### config.mk
export PLATFORM = sky130hd
export DESIGN_NAME = multiply_seq_ctrl_flat
export DESIGN_NICKNAME = d
export VERILOG_FILES = /design/src/rtl/multiply_seq_ctrl_if.sv /design/src/rtl/multiply_seq_ctrl.sv /design/src/flat_wrapper.sv
export SDC_FILE = /design/constraint.sdc
export NUM_CORES = 1
export LEC_CHECK = 0
export ABC_AREA = 1
export CAP_MARGIN = 10
export CORE_ASPECT_RATIO = 1.75
export CORE_MARGIN = 3
export CORE_UTILIZATION = 57
export CTS_BUF_LIST = sky130_fd_sc_hd__clkbuf_4 sky130_fd_sc_hd__clkbuf_8
export CTS_CLUSTER_DIAMETER = 80
export DETAILED_ROUTE_END_ITERATION = 12
export GPL_TIMING_DRIVEN = 0
export PLACE_DENSITY_LB_ADDON = 0.12
export SLEW_MARGIN = 20
export SYNTH_ARGS = -nofsm -noshare
export SYNTH_HDL_FRONTEND = slang
export SYNTH_SLANG_ARGS = --single-unit
### constraint.sdc
create_clock -name slowClk -period 2.1 [get_ports slowClk]
set_input_delay 0.21 -clock slowClk [delete_from_list [all_inputs] [get_ports slowClk]]
set_output_delay 0.21 -clock slowClk [all_outputs]
set_load 0.05 [all_outputs]
### src/rtl/multiply_seq_ctrl_if.sv
// Handshake bundle for multiply_seq_ctrl: operand input channel,
// product output channel and the busy status flag.
// The master side (upstream/downstream logic) drives operands and outReady;
// the slave side (the controller) drives inReady, outValid, product and busy.
interface multiply_seq_ctrl_if #(
  parameter int DATA_WIDTH = 4
);
  logic                      inValid;
  logic                      inReady;
  logic [DATA_WIDTH-1:0]     aIn;
  logic [DATA_WIDTH-1:0]     bIn;
  logic                      outValid;
  logic                      outReady;
  logic [2*DATA_WIDTH-1:0]   product;
  logic                      busy;

  modport master (
    output inValid, aIn, bIn, outReady,
    input  inReady, outValid, product, busy
  );

  modport slave (
    input  inValid, aIn, bIn, outReady,
    output inReady, outValid, product, busy
  );
endinterface

### src/rtl/multiply_seq_ctrl.sv
// Sequential shift-and-add unsigned multiply controller.
// Accepts an operand pair on a valid/ready handshake, iterates the multiplier
// one bit per slowClk edge, then holds the 2*DATA_WIDTH product on a
// valid/ready output until it is taken. Every output is driven from a register.
// Optional feature: define MULT_EARLY_TERM_EN to finish the iteration as soon
// as the remaining multiplier bits are all zero (same result, shorter latency).
module multiply_seq_ctrl #(
  parameter int DATA_WIDTH = 4
) (
  input  logic                 slowClk,
  input  logic                 reset,
  multiply_seq_ctrl_if.slave   bus
);

  localparam int PW    = 2 * DATA_WIDTH;
  localparam int CNT_W = (DATA_WIDTH > 2) ? $clog2(DATA_WIDTH) : 1;
  localparam logic [CNT_W-1:0] CNT_LAST = CNT_W'(DATA_WIDTH - 1);

  typedef enum logic [1:0] {
    IDLE = 2'd0,
    CALC = 2'd1,
    DONE = 2'd2
  } state_t;

  state_t                 state_q;
  logic                   in_ready_q;
  logic                   out_valid_q;
  logic                   busy_q;
  logic [PW-1:0]          product_q;

  logic [PW-1:0]          acc_q;
  logic [PW-1:0]          mcand_q;
  logic [DATA_WIDTH-1:0]  mplier_q;
  logic [CNT_W-1:0]       cnt_q;

  logic [PW-1:0]          acc_d;
  logic [PW-1:0]          mcand_d;
  logic [DATA_WIDTH-1:0]  mplier_d;
  logic [CNT_W-1:0]       cnt_d;
  logic                   last_iter;

  // One partial-product step; the sum wraps modulo 2^PW, which cannot
  // actually happen because an unsigned W x W product always fits in 2W bits.
  function automatic logic [PW-1:0] acc_step(input logic [PW-1:0] acc,
                                             input logic [PW-1:0] mcand,
                                             input logic          mbit);
    return mbit ? (acc + mcand) : acc;
  endfunction

  // Next values of the shift-and-add datapath and the end-of-iteration test.
  always_comb begin
    acc_d     = acc_step(acc_q, mcand_q, mplier_q[0]);
    mcand_d   = mcand_q << 1;
    mplier_d  = mplier_q >> 1;
    cnt_d     = cnt_q + CNT_W'(1);
    last_iter = (cnt_q == CNT_LAST);
`ifdef MULT_EARLY_TERM_EN
    // No set bits left to add: the accumulator already holds the final product.
    last_iter = last_iter | (mplier_d == '0);
`endif
  end

  // Control FSM plus datapath registers; reset overrides every handshake.
  always_ff @(posedge slowClk) begin
    if (reset) begin
      state_q     <= IDLE;
      in_ready_q  <= 1'b1;
      out_valid_q <= 1'b0;
      busy_q      <= 1'b0;
      product_q   <= '0;
      acc_q       <= '0;
      mcand_q     <= '0;
      mplier_q    <= '0;
      cnt_q       <= '0;
    end else begin
      case (state_q)
        IDLE: begin
          if (bus.inValid && in_ready_q) begin
            mcand_q    <= {{DATA_WIDTH{1'b0}}, bus.aIn};
            mplier_q   <= bus.bIn;
            acc_q      <= '0;
            cnt_q      <= '0;
            state_q    <= CALC;
            in_ready_q <= 1'b0;
            busy_q     <= 1'b1;
          end
        end

        CALC: begin
          acc_q    <= acc_d;
          mcand_q  <= mcand_d;
          mplier_q <= mplier_d;
          cnt_q    <= cnt_d;
          if (last_iter) begin
            // product only changes here, so it holds the last result otherwise.
            product_q   <= acc_d;
            out_valid_q <= 1'b1;
            state_q     <= DONE;
          end
        end

        DONE: begin
          if (out_valid_q && bus.outReady) begin
            out_valid_q <= 1'b0;
            busy_q      <= 1'b0;
            in_ready_q  <= 1'b1;
            state_q     <= IDLE;
          end
        end

        default: begin
          state_q     <= IDLE;
          in_ready_q  <= 1'b1;
          out_valid_q <= 1'b0;
          busy_q      <= 1'b0;
        end
      endcase
    end
  end

  assign bus.inReady  = in_ready_q;
  assign bus.outValid = out_valid_q;
  assign bus.busy     = busy_q;
  assign bus.product  = product_q;

endmodule
### src/flat_wrapper.sv
// flat-port wrapper written by rule: the top's interface ports become plain ports
module multiply_seq_ctrl_flat 
#(
  parameter int DATA_WIDTH = 4
)
  (slowClk, reset, bus_inValid, bus_aIn, bus_bIn, bus_outReady, bus_inReady, bus_outValid, bus_product, bus_busy);
  multiply_seq_ctrl_if #(.DATA_WIDTH(DATA_WIDTH)) bus_i ();
  input  logic slowClk;
  input  logic reset;
  input wire logic [$bits(bus_i.inValid)-1:0] bus_inValid;
  input wire logic [$bits(bus_i.aIn)-1:0] bus_aIn;
  input wire logic [$bits(bus_i.bIn)-1:0] bus_bIn;
  input wire logic [$bits(bus_i.outReady)-1:0] bus_outReady;
  output wire logic [$bits(bus_i.inReady)-1:0] bus_inReady;
  output wire logic [$bits(bus_i.outValid)-1:0] bus_outValid;
  output wire logic [$bits(bus_i.product)-1:0] bus_product;
  output wire logic [$bits(bus_i.busy)-1:0] bus_busy;
  assign bus_i.inValid = bus_inValid;
  assign bus_i.aIn = bus_aIn;
  assign bus_i.bIn = bus_bIn;
  assign bus_i.outReady = bus_outReady;
  assign bus_inReady = bus_i.inReady;
  assign bus_outValid = bus_i.outValid;
  assign bus_product = bus_i.product;
  assign bus_busy = bus_i.busy;
  multiply_seq_ctrl #(.DATA_WIDTH(DATA_WIDTH)) u_core (.slowClk(slowClk), .reset(reset), .bus(bus_i));
endmodule
Word level (Yosys, flattened, before mapping)

Cells that the tools add are included.

Bits in registers: 35
Logic and storage cells: 49

Add/sub/neg operators: 2
Eq/ne operators: 6
Muxes and demuxes: 21
Bitwise gates (word level): 2
Reductions and logical operators: 9

Operators with widths:

| operator                                                               | number |
|---|---|
| 8-bit case mux with 2 select lines                                     | 2 |
| 8-bit 2-to-1 mux                                                       | 3 |
| 1-bit case mux with 3 select lines                                     | 3 |
| 3-bit AND reduction                                                    | 3 |
| 8-bit adder                                                            | 1 |
| 2-bit 2-to-1 mux                                                       | 4 |
| 4-bit case mux with 2 select lines                                     | 1 |
| 2-bit by 1-bit != test with 1-bit output (second input constant)       | 3 |
| 2-bit case mux with 3 select lines                                     | 1 |
| 1-bit 2-to-1 mux                                                       | 5 |
| 2-bit equality test (second input constant)                            | 2 |
| 4-bit 2-to-1 mux                                                       | 1 |
| 2-bit case mux with 2 select lines                                     | 1 |
| 2-bit AND reduction                                                    | 2 |
| 2-bit by 1-bit adder with 2-bit output (second input constant)         | 1 |
| 2-bit by 1-bit equality test with 1-bit output (second input constant) | 1 |
| 1-bit logical AND                                                      | 2 |
| 2-bit zero test                                                        | 1 |
| 1-bit inverter                                                         | 2 |
| 2-bit nonzero test                                                     | 1 |

Longest topological paths before layout

Gate-level depths: netlist (run 1).

Depth after elaboration: 3
Gate-level depth with buffers: 12
Mapped depth without buffers: 12

Least setup slack after synthesis (run 1)

OpenSTA, ideal clock, no wires.

Kind: register to register
From: register u_core.mcand_q[0]
To: register u_core.product_q[6] (netlist: u_core.bus.product[6])
Library setup time: 0.109 ns
Arrival: 1.507 ns
Required time: 1.991 ns
Setup slack: 0.484 ns
Cell stages (with the launch flop): 13
Buffers on the path: 0
Cells stage by stage: dfxtp_1 > ha_1 > fa_1 > nand2_1 > nand3_1 > nand3_1 > nand2_1 > nand2_1 > nand3_1 > nand2_1 > nand2_1 > nand2_1 > inv_1

Word-level cells in the longest chain between the ends: 2

RTL lines:

| item                   | RTL line                | text |
|---|---|---|
| start, declared        | multiply_seq_ctrl.sv:32 | `logic [PW-1:0] mcand_q;` |
| start signal, assigned | multiply_seq_ctrl.sv:79 | `mcand_q <= {{DATA_WIDTH{1'b0}}, bus.aIn};` |
| start signal, assigned | multiply_seq_ctrl.sv:91 | `mcand_q <= mcand_d;` |
| 8-bit adder            | multiply_seq_ctrl.sv:47 | `return mbit ? (acc + mcand) : acc;` |
| 8-bit 2-to-1 mux       | multiply_seq_ctrl.sv:47 |  |
| end signal, assigned   | multiply_seq_ctrl.sv:70 | `product_q <= '0;` |
| end signal, assigned   | multiply_seq_ctrl.sv:96 | `product_q <= acc_d;` |
| end, declared          | multiply_seq_ctrl.sv:29 | `logic [PW-1:0] product_q;` |

Every way passes these cells.
A chain may end at the register's enable or synchronous reset.

Final worst setup path (run 1)

From: register u_core.mcand_q[0]
To: register u_core.acc_q[4]

Word-level cells in the longest chain between the ends: 3

RTL lines:

| item                               | RTL line                | text |
|---|---|---|
| 8-bit adder                        | multiply_seq_ctrl.sv:47 |  |
| 8-bit 2-to-1 mux                   | multiply_seq_ctrl.sv:47 |  |
| 8-bit case mux with 2 select lines | multiply_seq_ctrl.sv:76 | `case (state_q)` |
| end signal, assigned               | multiply_seq_ctrl.sv:71 | `acc_q <= '0;` |
| end signal, assigned               | multiply_seq_ctrl.sv:81 | `acc_q <= '0;` |
| end signal, assigned               | multiply_seq_ctrl.sv:90 | `acc_q <= acc_d;` |
| end, declared                      | multiply_seq_ctrl.sv:31 | `logic [PW-1:0] acc_q;` |

Every way passes these cells.

==> results of run 1 <==
## registers in the layout (all words and copies together), names as in the netlist
register and cells:
u_core.mcand_q 8, u_core.state_q 2, u_core.acc_q 8, u_core.mplier_q 4
u_core.bus.product 8, u_core.bus.outValid 1, u_core.cnt_q 2, u_core.bus.inReady 1
u_core.bus.busy 1
## layout make-up
cell class	count	area share, %
multi-input combinational	181	43.5
buffer	9	2.88
sequential	35	32.2
timing repair buffer	22	10.1
clock inverter	2	0.576
inverter	26	4.72
tap	42	2.42
clock buffer	6	3.51
## worst paths after layout
path,startpoint,to,slack (ps),cells past startpoint
worst max-delay path,u_core.mcand_q[0]$_SDFFE_PP0P_,u_core.acc_q[4]$_SDFFE_PP0P_,300,9
worst min-delay path,u_core.bus.product[1]$_SDFFE_PP0P_,u_core.bus.product[1]$_SDFFE_PP0P_,470,2
worst max register to register,u_core.mcand_q[0]$_SDFFE_PP0P_,u_core.acc_q[4]$_SDFFE_PP0P_,300,9
worst min register to register,u_core.bus.product[1]$_SDFFE_PP0P_,u_core.bus.product[1]$_SDFFE_PP0P_,470,2
## cells in the final DEF, fill, tap and decap left out, types with 4 or more instances in the layout
master           instances
o21ai_0                  7
o21a_1                   4
a31oi_1                  8
nand2_1                 86
a21oi_1                 25
dfxtp_1                 35
nand3_1                 18
clkbuf_8                 5
clkdlybuf4s50_1         22
or2_2                    4
inv_1                   22
nor2_1                   5
ha_1                     8
## worst max-delay path: stages (launching register included)
cell and delay [ps]:
dfxtp_1 330, ha_1 240, fa_1 400, nand2_1 100
nand3_1 100, nand2_1 70, nand2_1 40, a31oi_1 240
nand2_1 80, a21oi_1 120
## where the power goes
group	total, uW	internal, uW	switching (uW)
Clock	497	245	252
Combinational	341	130	211
Sequential	738	704	34.5
Total	1580	1080	498
## per-layer routing
metal | vias up | share of wire (%)
li1 | 873 | -
met1 | 767 | 39
met3 | 9 | 2.6
met2 | 29 | 55
met4 | 0 | 3.1
met5 | - | 0
## cells by family (layout without fill, tap and decap cells)
group	after synthesis	count (layout)	share of synthesized area, %
flops	35	35	38.7
compound gates	51	51	16.2
xor+xnor	1	1	0.484
simple gates	120	120	28.9
fa+ha+maj	9	9	6.63
buf+inv	35	65	9.12
## stage by stage
stage,utilization (%),total power (uW),instance area [um^2]
floorplan,-,994,1810
global placement,69.6,1090,2080
CTS,72.6,1580,2170
finish,72.6,1580,2170
global route,72.6,1650,2170
detailed placement,69.6,1090,2080
==> flow_results.org, run 1 <==
** Run status
- Outcome :: completed

** Global routing
- Pin count of the biggest net entering global routing :: 12
- First-pass GRT wire length :: 7000 um
- Met3 track demand over resource in global routing :: 5.19%
- Vias in the first global route :: 1606
- Across every metal layer, demand over resource in global routing totals 23.8%.
- For this run the aggregate overflow at the end of global routing stands at 0.
- Met2 demand-to-capacity share in global routing :: 45.4%
- The number of antenna violations at the first check in global routing was 0.
- Met1 track utilization from global routing :: 23.8%
- Busiest layer in global routing :: met2

** Drt
- Residual DRC count :: 0
- DR pass1 iterations :: 4
- Summed over all layers, the routed wires come to 4100 um.
- After the first detailed-routing iteration, the DRC count stood at 39.
- Detail-routed via count per cell :: 5.20
- Once detail routing completed, the nets flagged for antenna violations numbered 0.
- After detailed routing, the average wire length per cell comes to 12.7 um.
- Vias :: 1678

** Clocking
- The clock passes through at most 2 buffers.
- TritonCTS built the clock tree.
- Clock edge transition at the registers on the reported setup and hold paths :: 70 ps
- The H-tree was split into 2 levels.
- Clock tree synthesis inserted a total of 5 buffers.
- In this run, post-CTS repair resized a total of 0 instances.
- Root Buffer Master :: clkbuf_8
- At the later pin of the worst-skew pair, clock insertion delay measures 290 ps.
- CTS saw 35 sinks.
- Buffers added to address setup during post-CTS repair amount to 0.
- For this design, the CTS-stage hold fixing added 0 buffers.

** Finish
- Number of antenna diodes :: 0
- Synthesis-to-layout area growth :: 20.0%
- The filler cells instantiated in the layout total 271.
- Final nets :: 301
- Of the cells placed in the final design, the portion with a size suffix greater than 1 is 10.7%.
- The sequential cells in the finished layout cover a total of 701 um^2.
- For this run, the number of standard cells in the final layout without fillers is 323.
- The multi-input combinational cells in the finished layout cover a total of 946 um^2.

** STA
- In the finished design, the share of the clock period the worst path needs comes to 85.7%.
- Tightest Pin Transition :: 515 ps
- Max transition margin :: 65.5%
- The hold violation total from the final report came to 0.
- Across the routed clock network, the largest skew measured is 3.48 ps.
- Maximum frequency from static timing analysis :: 556 MHz
- Number of setup violations in the final report :: 0
- Hold timing on the final database bottoms out at a slack of 465 ps.
- Setup repair after global routing left no endpoint under its margin.
- Time the final worst path needs with I/O delays and setup :: 1800 ps
- For the final routed database, the setup TNS stands at 0 ps.
- The number of pins with negative max-slew slack in the final report was 0.
- Min setup slack post-route :: 301 ps

** Place
- The count of buffers added on input and output ports is 22.
- At the end of routability-driven placement, the weighted congestion stood at 0.789.
- Once detailed placement completed, the half-perimeter wirelength came to 3080 um.
- Inst Count DP :: 315
- Setup slack at placement :: 314 ps

** Floorplanning
- The floorplan step defined a die boundary enclosing 0.00392 mm^2.
- Placeable Area :: 0.00299 mm^2
- Top-level I/O count :: 23
- Die span in x :: 48.6 um
- Once the floorplan was initialized, standard cells occupied 60.5% of the core.
- The die is 80.6 um tall.
- Floorplan row count :: 26

** Synthesis
- Area leader, netlist :: dfxtp_1
- In the synthesized netlist the async set-or-reset flop fraction comes to 0%.
- Top post-synthesis cells by area :: dfxtp_1 (39%), nand2_1 (18%), a21oi_1 (6.9%)
- The most used flip-flop cell after synthesis is dfxtp_1.
- Netlist area before placement :: 0.00181 mm^2
- Count leader, synth :: nand2_1
- A synthesized cell averages 7.22 um^2.
- The number of different library cells used by synthesis comes to 27.
- For this run, the number of Yosys warnings is 0.
- After synthesis, the most frequently instantiated cells are nand2_1 (86), dfxtp_1 (35), a21oi_1 (25), inv_1 (22), nand3_1 (18).
- Number of synthesized flops with an enable pin :: 0
- The synthesized design devotes to its leading area cell type 38.7% of total area.
- The number of nets handed over by synthesis was 272.
- The share of the Yosys chip area taken by registers is 38.7%.
- Syn Inst Count :: 251
- Post-synthesis sequential element count :: 35

** Worst setup path
- Path type of the worst setup path :: reg -> reg
- Endpoint type of the worst setup path :: register
- Data arrival time of the worst path :: 2020 ps
- Data required, critical path :: 2320 ps
- Along the worst path, the maximum fanout reaches 3.
- Type of origin of the critical path :: register

** Power and ir drop
- Total power divided by cell area :: 725 mW/mm^2
- Across the VDD grid, the largest voltage drop is 704 uV.
- For this design the static power due to leakage is 0.000935 uW.

** Run
- The tool flagged a number of max-cap violations equal to 0.

** Hold path
- The worst hold path belongs to the class reg -> reg.
(Power assumes the default switching activity.)
==> run 2: changes to the inputs <==
--- a/config.mk
+++ b/config.mk
@@ -8,7 +8,7 @@
 export ABC_AREA = 1
 export CAP_MARGIN = 10
 export CORE_ASPECT_RATIO = 1.75
-export CORE_MARGIN = 3
+export CORE_MARGIN = 4
 export CORE_UTILIZATION = 57
 export CTS_BUF_LIST = sky130_fd_sc_hd__clkbuf_4 sky130_fd_sc_hd__clkbuf_8
 export CTS_CLUSTER_DIAMETER = 80
==> flow_results.org, run 2 (synthesis gave the netlist of run 1 again) <==
** Run status
- The run finished with clean final reports.

** Drt
- The number of iterations in the first detailed-routing pass is 4 (unchanged).
- Antenna viol nets, final :: 0 (unchanged)
- WL final :: 4200 um (+2.3%)
- Routed wire per std cell :: 13.0 um (+2.3%)
- Vias :: 1683 (+0.30%)
- Number of design-rule violations left by the first detailed-router iteration :: 28 (-28%)
- The post-route DRC violation count is 0 (unchanged).
- The average vias per placed instance is 5.21 (+0.30%).

** Worst setup path
- Worst r2r path cells :: 12 (+3)
- The cell that appears most often on the critical path is nand2_1.
- The slowest stage of the critical path is the fa_1 cell.
- Data arrival time of the worst path :: 2010 ps (about the same)
- R2R Setup Slk :: 280 ps (-20 ps)
- Peak per-stage delay on the critical path :: 390 ps (about the same)
- The required time of the critical path is 2290 ps (-30 ps).
- By startpoint and endpoint, the worst setup path is classified as reg -> reg.
- STA classifies the critical path endpoint as a register.
- Type of origin of the critical path :: register
- The largest fanout on the critical path is 3 (unchanged).
- Walking the worst path, the cells encountered are ha_1 > fa_1 > nand2_1 > nand3_1 > nand3_1 > nand2_1 > nand2_1 > nand3_1 > nand2_1 > nand2_1 > nand2_1 > inv_1.
- Start of the worst register-to-register path :: u_core.mcand_q[0]$_SDFFE_PP0P_
- Crit Reg-Reg Endpoint :: u_core.bus.product[6]$_SDFFE_PP0P_

** Clocking
- The buffer depth of the longest clock path was 2 (unchanged).
- # Post-CTS Setup Buffers :: 0 (unchanged)
- The total clock sinks was 35 (unchanged).
- Clock latency on the worst-skew pair :: 290 ps (about the same)
- The count of hold buffers inserted by post-cts repair is 0 (unchanged).
- CTS tree :: built
- The clock-pin transition on the worst setup and hold timing paths was 70 ps (about the same).
- The number of H-tree branching levels was 2 (unchanged).
- Root Buffer Master :: clkbuf_8
- The number of clock buffers inserted by TritonCTS is 5 (unchanged).
- The quantity of gates resized following cts was 0 (unchanged).

** Place
- Cell area reported after detailed placement :: 0.00208 mm^2 (unchanged)
- The number of port buffers is 22 (unchanged).
- The weighted congestion at the end of routability-driven global placement is 0.779 (-1.3%).
- Estimated wirelength of the detail-placed design :: 3160 um (+2.3%)

** Floorplanning
- Placeable Area :: 0.00299 mm^2 (unchanged)
- The initial standard-cell utilization of the core came to 60.5% (unchanged).
- DIE AREA :: 0.00418 mm^2 (+6.7%)
- Floorplan row count :: 26 (unchanged)
- The number of top-level design ports is 23 (unchanged).
- Die span in x :: 50.6 um (+4.1%)
- The y dimension of the die is 82.6 um (+2.5%).

** Power and ir drop
- The leakage power is 0.000951 uW (+1.8%).
- The power consumption is 1710 uW (+8.5%).
- Largest vdd supply drop :: 751 uV (+6.7%)
- Total power divided by cell area :: 777 mW/mm^2 (+7.1%)

** STA
- Time the final worst path needs with I/O delays and setup :: 1820 ps (+21.1 ps)
- The count of endpoints failing setup in the final report came to 0 (unchanged).
- Maximum frequency from static timing analysis :: 549 MHz (-1.2%)
- Max transition margin :: 65.7% (+0.17 points)
- Unrepaired setup endpoints after global routing :: false
- The pin slew with the least headroom to its limit came to 513 ps (-2.55 ps).
- The hold violation total from the final report came to 0 (unchanged).
- Setup Skew :: 8.13 ps (+4.65 ps)
- Post-route worst hold slack :: 464 ps (-0.889 ps)
- The final clock period utilization by the worst path is 86.7% (+1.0 points).
- Total Negative Setup Slacks :: 0 ps (unchanged)
- Max Transition Viols Final :: 0 (unchanged)

** Finish
- From synthesis to final layout, the design area changed by 21.5%.
- Utilization after layout :: 73.6% (+0.96 points)
- The total number of nets in the final design was 301 (unchanged).
- The library cells used most frequently in the layout, excluding fill and tap cells, are nand2_1 (86), dfxtp_1 (35), a21oi_1 (25).
- The final instance area was 0.00220 mm^2 (+1.3%).
- The number of antenna diodes came to 0 (unchanged).
- Leaving out fill and tap cells, the most frequent cell in the layout is nand2_1.
- The proportion of layout cells with a drive suffix above 1 is 10.7% (unchanged).

** Global routing
- Vias in the first global route :: 1687 (+5.0%)
- The pin count of the biggest net entering global routing was 12 (unchanged).
- The total grt overflow was 0 (unchanged).
- Overall fraction of global-route tracks in use :: 23.4% (-0.43 points)
- First-pass GRT wire length :: 7360 um (+5.1%)
- Antenna violations before repair :: 0 (unchanged)

** Hold path
- Endpoint, Worst Hold :: u_core.bus.product[1]$_SDFFE_PP0P_
- The hold-critical path depth came to 2 (unchanged).
- Launch point of the worst hold path :: u_core.bus.product[1]$_SDFFE_PP0P_
- The min-delay analysis places its worst path in the category reg -> reg.

** Run
- The max-cap violation count is 0 (unchanged).
==> run 2: layout make-up <==
| type | instances | area [um^2] |
|---|---|---|
| Inverter | 26 | 103 |
| Multi-Input combinational cell | 181 | 946 |
| Clock inverter | 2 | 35.0 |
| Clock buffer | 6 | 82.6 |
| Fill cell | 252 | 791 |
| Tap cell | 42 | 52.6 |
| Buffer | 9 | 62.6 |
| Sequential cell | 35 | 701 |
| Timing Repair Buffer | 22 | 220 |
==> run 2: metal layers <==
layer	vias up	wire, um	global-route usage, %
met1	754	1600	24.1
met3	14	173	5.03
met5	-	0	0
met4	0	159	11.9
met2	38	2260	43.6
li1	877	-	-
==> run 2: power breakdown <==
part	internal, uW	switching, uW	leakage, uW
clock network	384	246	0.0000612
logic	131	210	0.000605
registers	704	35.8	0.000285
==> run 2: worst max-delay path by stage <==
stage	startpoint	end	slack, ps	depth (start not counted)
2_1_floorplan	u_core.mcand_q[0]$_SDFFE_PP0P_	u_core.bus.product[6]$_SDFFE_PP0P_	480	12
3_3_place_gp	u_core.mcand_q[0]$_SDFFE_PP0P_	u_core.bus.product[6]$_SDFFE_PP0P_	320	12
3_5_place_dp	u_core.mcand_q[0]$_SDFFE_PP0P_	u_core.bus.product[6]$_SDFFE_PP0P_	300	12
4_1_cts	u_core.mcand_q[0]$_SDFFE_PP0P_	u_core.acc_q[4]$_SDFFE_PP0P_	290	9
5_1_grt	u_core.mcand_q[0]$_SDFFE_PP0P_	u_core.bus.product[6]$_SDFFE_PP0P_	110	12
6_report	u_core.mcand_q[0]$_SDFFE_PP0P_	u_core.bus.product[6]$_SDFFE_PP0P_	280	12
==> run 2: per-stage QoR <==
| step | std cells | setup slack [ps] |
|---|---|---|
| 4_1_cts | 323 | 286 |
| 3_5_place_dp | 315 | 295 |
| 2_1_floorplan | 251 | 484 |
| 5_1_grt | 323 | 109 |
| 6_report | 323 | 280 |
| 3_3_place_gp | 315 | 316 |
==> run 2: worst max-delay path, delay by kind of cell, from the launching register on <==
kind          cells  cell delay [ps]
buf+inv           1               30
flops             1              330
simple gates      9              750
fa+ha+maj         2              640
